`src/rtl/fix_out_quant_fifo.sv`:
```
// Quantiser and output buffer for the filter result stream.
// Round-half-up, saturate to out_w bits, then queue for a ready/valid consumer.
module fix_out_quant_fifo #(
    parameter int in_w       = 24,
    parameter int out_w      = 14,
    parameter int fifo_depth = 8,
    parameter int cnt_w      = 8
) (
    input  logic                          clk,
    input  logic                          rst,
    input  logic [in_w-1:0]               in_data,
    input  logic                          in_valid,
    output logic [out_w-1:0]              out_data,
    output logic                          out_valid,
    input  logic                          out_ready,
    output logic [$clog2(fifo_depth):0]   fill,
    output logic                          ovf_flag,
    output logic [cnt_w-1:0]              ovf_count,
    output logic [cnt_w-1:0]              sat_count,
    input  logic                          clr_stats
);

    localparam int SH = in_w - out_w;
    localparam int PW = $clog2(fifo_depth);
    localparam logic [in_w:0] RND = (in_w+1)'(1) << (SH - 1);
    localparam logic signed [in_w:0] QMAX = $signed({{(in_w-out_w+2){1'b0}}, {(out_w-1){1'b1}}});
    localparam logic signed [in_w:0] QMIN = ~QMAX;

    // Quantiser datapath: sign-extend by one bit so the rounding add cannot overflow.
    logic        [in_w:0]    sum;
    logic signed [in_w:0]    qFull;
    logic                    posSat;
    logic                    negSat;
    logic        [out_w-1:0] qSat;

    always_comb begin
        sum    = {in_data[in_w-1], in_data} + RND;
        qFull  = $signed(sum) >>> SH;
        posSat = qFull > QMAX;
        negSat = qFull < QMIN;
        if (posSat)
            qSat = QMAX[out_w-1:0];
        else if (negSat)
            qSat = QMIN[out_w-1:0];
        else
            qSat = qFull[out_w-1:0];
    end

    logic [out_w-1:0] qData;
    logic             qV;

    always_ff @(posedge clk or negedge rst) begin
        if (!rst) begin
            qData <= '0;
            qV    <= 1'b0;
        end else begin
            qV <= in_valid;
            if (in_valid)
                qData <= qSat;
        end
    end

    // FIFO with one extra pointer bit to tell full from empty.
    logic [out_w-1:0] mem [fifo_depth];
    logic [PW:0]      wrPtr;
    logic [PW:0]      rdPtr;
    logic             full;
    logic             empty;
    logic             doRead;
    logic             doWrite;
    logic             drop;

    always_comb begin
        empty   = (wrPtr == rdPtr);
        full    = (wrPtr[PW] != rdPtr[PW]) && (wrPtr[PW-1:0] == rdPtr[PW-1:0]);
        doRead  = !empty && out_ready;
        // A same-cycle read frees the slot the write is about to use.
        doWrite = qV && (!full || doRead);
        drop    = qV && full && !doRead;
    end

    always_ff @(posedge clk or negedge rst) begin
        if (!rst) begin
            wrPtr <= '0;
            rdPtr <= '0;
            for (int i = 0; i < fifo_depth; i++)
                mem[i] <= '0;
        end else begin
            if (doWrite) begin
                mem[wrPtr[PW-1:0]] <= qData;
                wrPtr              <= wrPtr + 1'b1;
            end
            if (doRead)
                rdPtr <= rdPtr + 1'b1;
        end
    end

    assign out_data  = mem[rdPtr[PW-1:0]];
    assign out_valid = !empty;
    assign fill      = wrPtr - rdPtr;

    // Statistics: clear wins over a same-cycle increment; counters stick at all-ones.
    always_ff @(posedge clk or negedge rst) begin
        if (!rst) begin
            ovf_flag  <= 1'b0;
            ovf_count <= '0;
            sat_count <= '0;
        end else if (clr_stats) begin
            ovf_flag  <= 1'b0;
            ovf_count <= '0;
            sat_count <= '0;
        end else begin
            if (drop) begin
                ovf_flag <= 1'b1;
                if (ovf_count != '1)
                    ovf_count <= ovf_count + 1'b1;
            end
            if (in_valid && (posSat || negSat) && (sat_count != '1))
                sat_count <= sat_count + 1'b1;
        end
    end

endmodule

```
`config.mk`:
```
export PLATFORM = sky130hd
export DESIGN_NAME = fix_out_quant_fifo
export DESIGN_NICKNAME = d
export VERILOG_FILES = /design/src/rtl/fix_out_quant_fifo.sv
export SDC_FILE = /design/constraint.sdc
export NUM_CORES = 1
export LEC_CHECK = 0
export CAP_MARGIN = 20
export CORE_UTILIZATION = 58
export DETAILED_ROUTE_END_ITERATION = 6
export MAX_ROUTING_LAYER = met4
export PLACE_DENSITY = 0.8
export SLEW_MARGIN = 10
export SYNTH_ARGS = -nofsm -noshare
export SYNTH_HDL_FRONTEND = slang
export SYNTH_SLANG_ARGS = --single-unit
```
`constraint.sdc`:
```
create_clock -name clk -period 3.1 [get_ports clk]
set_input_delay 0.62 -clock clk [delete_from_list [all_inputs] [get_ports clk]]
set_output_delay 0.62 -clock clk [all_outputs]
set_load 0.05 [all_outputs]
```
==> metrics <==
Yosys top cell area share=51.2%; outcome=finished, final reports clean; Netlist cell types=50; total die area=approximately 13,000 sq um; Final Critical Period=2990 ps; clock latency on the worst-skew pair=between 400 and 500 ps; Worst-Margin Slew=~900 ps; CTS resizes=0; Post-synth EDFFs=0; PwrDens=roughly 1200 nW/um^2; Slew HR=between 40 and 50%; Final nets=671; routed wire length=approximately 16,000 um; Synthesized Nets=608; clk_skew=9.73 ps; worst hold path class=input pin to async pin; R2R Path Start=wrPtr[0]$_DFFE_PN0P_; CP arrival=2370 ps; clk sink count=roughly 150; Port Buffers=between 50 and 60; Final HPWL DP=about 10,000 um; Die X=roughly 120 um; H-tree Lvls=4; Initial Utilization=between 60 and 70%; worst r2r path cells=7; peak supply drop=slightly above 0.0009 V; cts hold-fix bufs=0; post-synth design cell area=between 7000 and 8000 sq um; Worst setup SP type=register; commonest cells after routing, fill and taps aside=151 x dfrtp_1, 117 x mux2_2, 53 x nand2_1; WL/cell=about 20 um; die height=around 120 um; layout cells sized above 1=a little over a third; RSZ-0062 raised after global routing=false; Inserted Diodes=0; Area Overhead vs Synth=21.4%; largest net degree at the start of global routing=70; fin area=9020 sq um; Final Max Slew Viols=0; First DRT Iteration DRCs=between 200 and 300; Final setup viols=0; dominant register cell in the synthesized netlist=dfrtp_1; # rows=40; core footprint=approximately 12,000 sq um; CTS buffer count=17; CP Max Fanout=7; number of global-route vias before repair=about 5,200; worst setup slack after placement=40.7 ps; mean post-synth cell area=roughly 13 sq um; clock buffer depth=2; antenna violations before repair=0; via density per instance=6.12; Max Cap Viol=0; final worst setup slack=between 100 and 150 ps; Post-DRT Antenna Nets=0; router iterations before antenna repair=6; final period utilization=a little over nine tenths; Placed Area=8390 sq um; WS Path Type=register to output pin; Max Clock Freq=0.334 GHz; Overflow after GRT=0; Critical Path End Type=output pin; DR DRC count=0; setup bufs post-CTS=0; post-synth top area cell=dfrtp_1; Yosys reg bits=152; reg-to-reg slack, setup=340 ps; routability cong.=about 0.86; Synth area leaders=dfrtp_1 51%, mux2_2 18%, mux4_2 8.5%, nand2_1 2.7%, xnor2_1 1.4%; LEAKAGE=around 3.7 nW; sequential-to-total area share from yosys stat=51.2%; commonest non-fill, non-tap cell in the layout=dfrtp_1; DR vias=4,967; I/O pin total=65; Root Driver=clkbuf_16; YS warnings=0; Post-Route Setup TNS=0 ps; Final Hold Fails=0; Mapped Cells=570; GRT Util Overall=roughly 29%; FFs w/ async S/R, synth=between 90% and 100%; FF-to-FF End=mem[17]$_DFFE_PN0P_; CP required=between 2000 and 2500 ps; global-route wire length before repair=~27,000 um; CTS tree=done; CTS clock-pin slew for the worst setup and hold paths=roughly 60 ps
synthesized netlist by cell type (2+ instances only):
cell,instances
a21o_1,2
a21oi_1,19
a31o_2,2
a31oi_1,6
and2_1,2
and3_1,4
and4_1,3
buf_2,6
buf_4,5
buf_6,3
clkbuf_1,12
dfrtp_1,152
ha_1,8
inv_1,16
mux2_2,117
mux4_2,28
nand2_1,53
nand3_1,17
nand4_1,13
nor2_1,17
nor2b_1,4
nor3_1,2
nor3_4,2
nor4_1,4
nor4_4,2
o211ai_1,4
o21ai_0,7
o311ai_0,4
o31ai_1,7
o41ai_1,4
or2_2,3
or3_1,5
or4_1,7
xnor2_1,12
xor2_1,3
per-layer routing:
layer  GRT usage [%]  wire, um
met5               -         0
met4            11.8       303
met3            5.85       779
met2            45.8      8380
met1            36.1      6840
state kept, by name, summed over array words and instances, names as in the netlist:
name       cells
qV             1
wrPtr          4
mem          112
qData         14
ovf_count      8
sat_count      8
ovf_flag       1
rdPtr          4
through the flow:
step	power, mW	instances	utilization, %	hold WS (ps)
global route	11.6	812	73.6	234
floorplan	6.72	570	-	324
detailed placement	8.85	782	68.5	489
finish	11.1	812	73.6	194
CTS	11.1	812	73.6	220
global placement	8.62	782	68.5	482
critical path, cell delays in order, from the launching register on:
cell	delay (ps)
dfrtp_1	580
inv_1	250
ha_1	290
fa_1	380
xnor2_1	270
buf_12	180
area by class of cell:
cell class                 count  area (sq um)
fill                         778          3240
sequential                   152          3800
inverter                      16          60.1
timing repair buffer          72           907
clock inverter                 9           174
clock buffer                  21           450
tap                          168           210
multi-input combinational    374          3410
worst max-delay path by stage:
stage	startpoint	end
CTS	wrPtr[0]$_DFFE_PN0P_	fill[2]
floorplan	wrPtr[0]$_DFFE_PN0P_	fill[2]
global route	wrPtr[0]$_DFFE_PN0P_	fill[2]
finish	wrPtr[0]$_DFFE_PN0P_	fill[2]
global placement	in_data[10]	sat_count[7]$_DFFE_PN0P_
detailed placement	in_data[10]	sat_count[7]$_DFFE_PN0P_
cells by family (layout without fill, tap and decap cells):
| logic type | count (synthesis) | count (layout) | synth area share (%) |
|---|---|---|---|
| flops | 152 | 152 | 51.2 |
| mux | 146 | 146 | 26.4 |
| simple gates | 143 | 143 | 10.5 |
| compound gates | 60 | 60 | 5.44 |
| buf+inv | 44 | 118 | 2.90 |
| xor+xnor | 16 | 16 | 1.99 |
| fa+ha+maj | 9 | 9 | 1.62 |
report_power, final:
part / total (mW) / switching (mW) / internal [mW]
registers: 3.38 / 0.566 / 2.81
logic: 5.48 / 2.68 / 2.80
clock network: 2.20 / 0.767 / 1.44
Note: power is estimated with default switching activity, not from simulation.
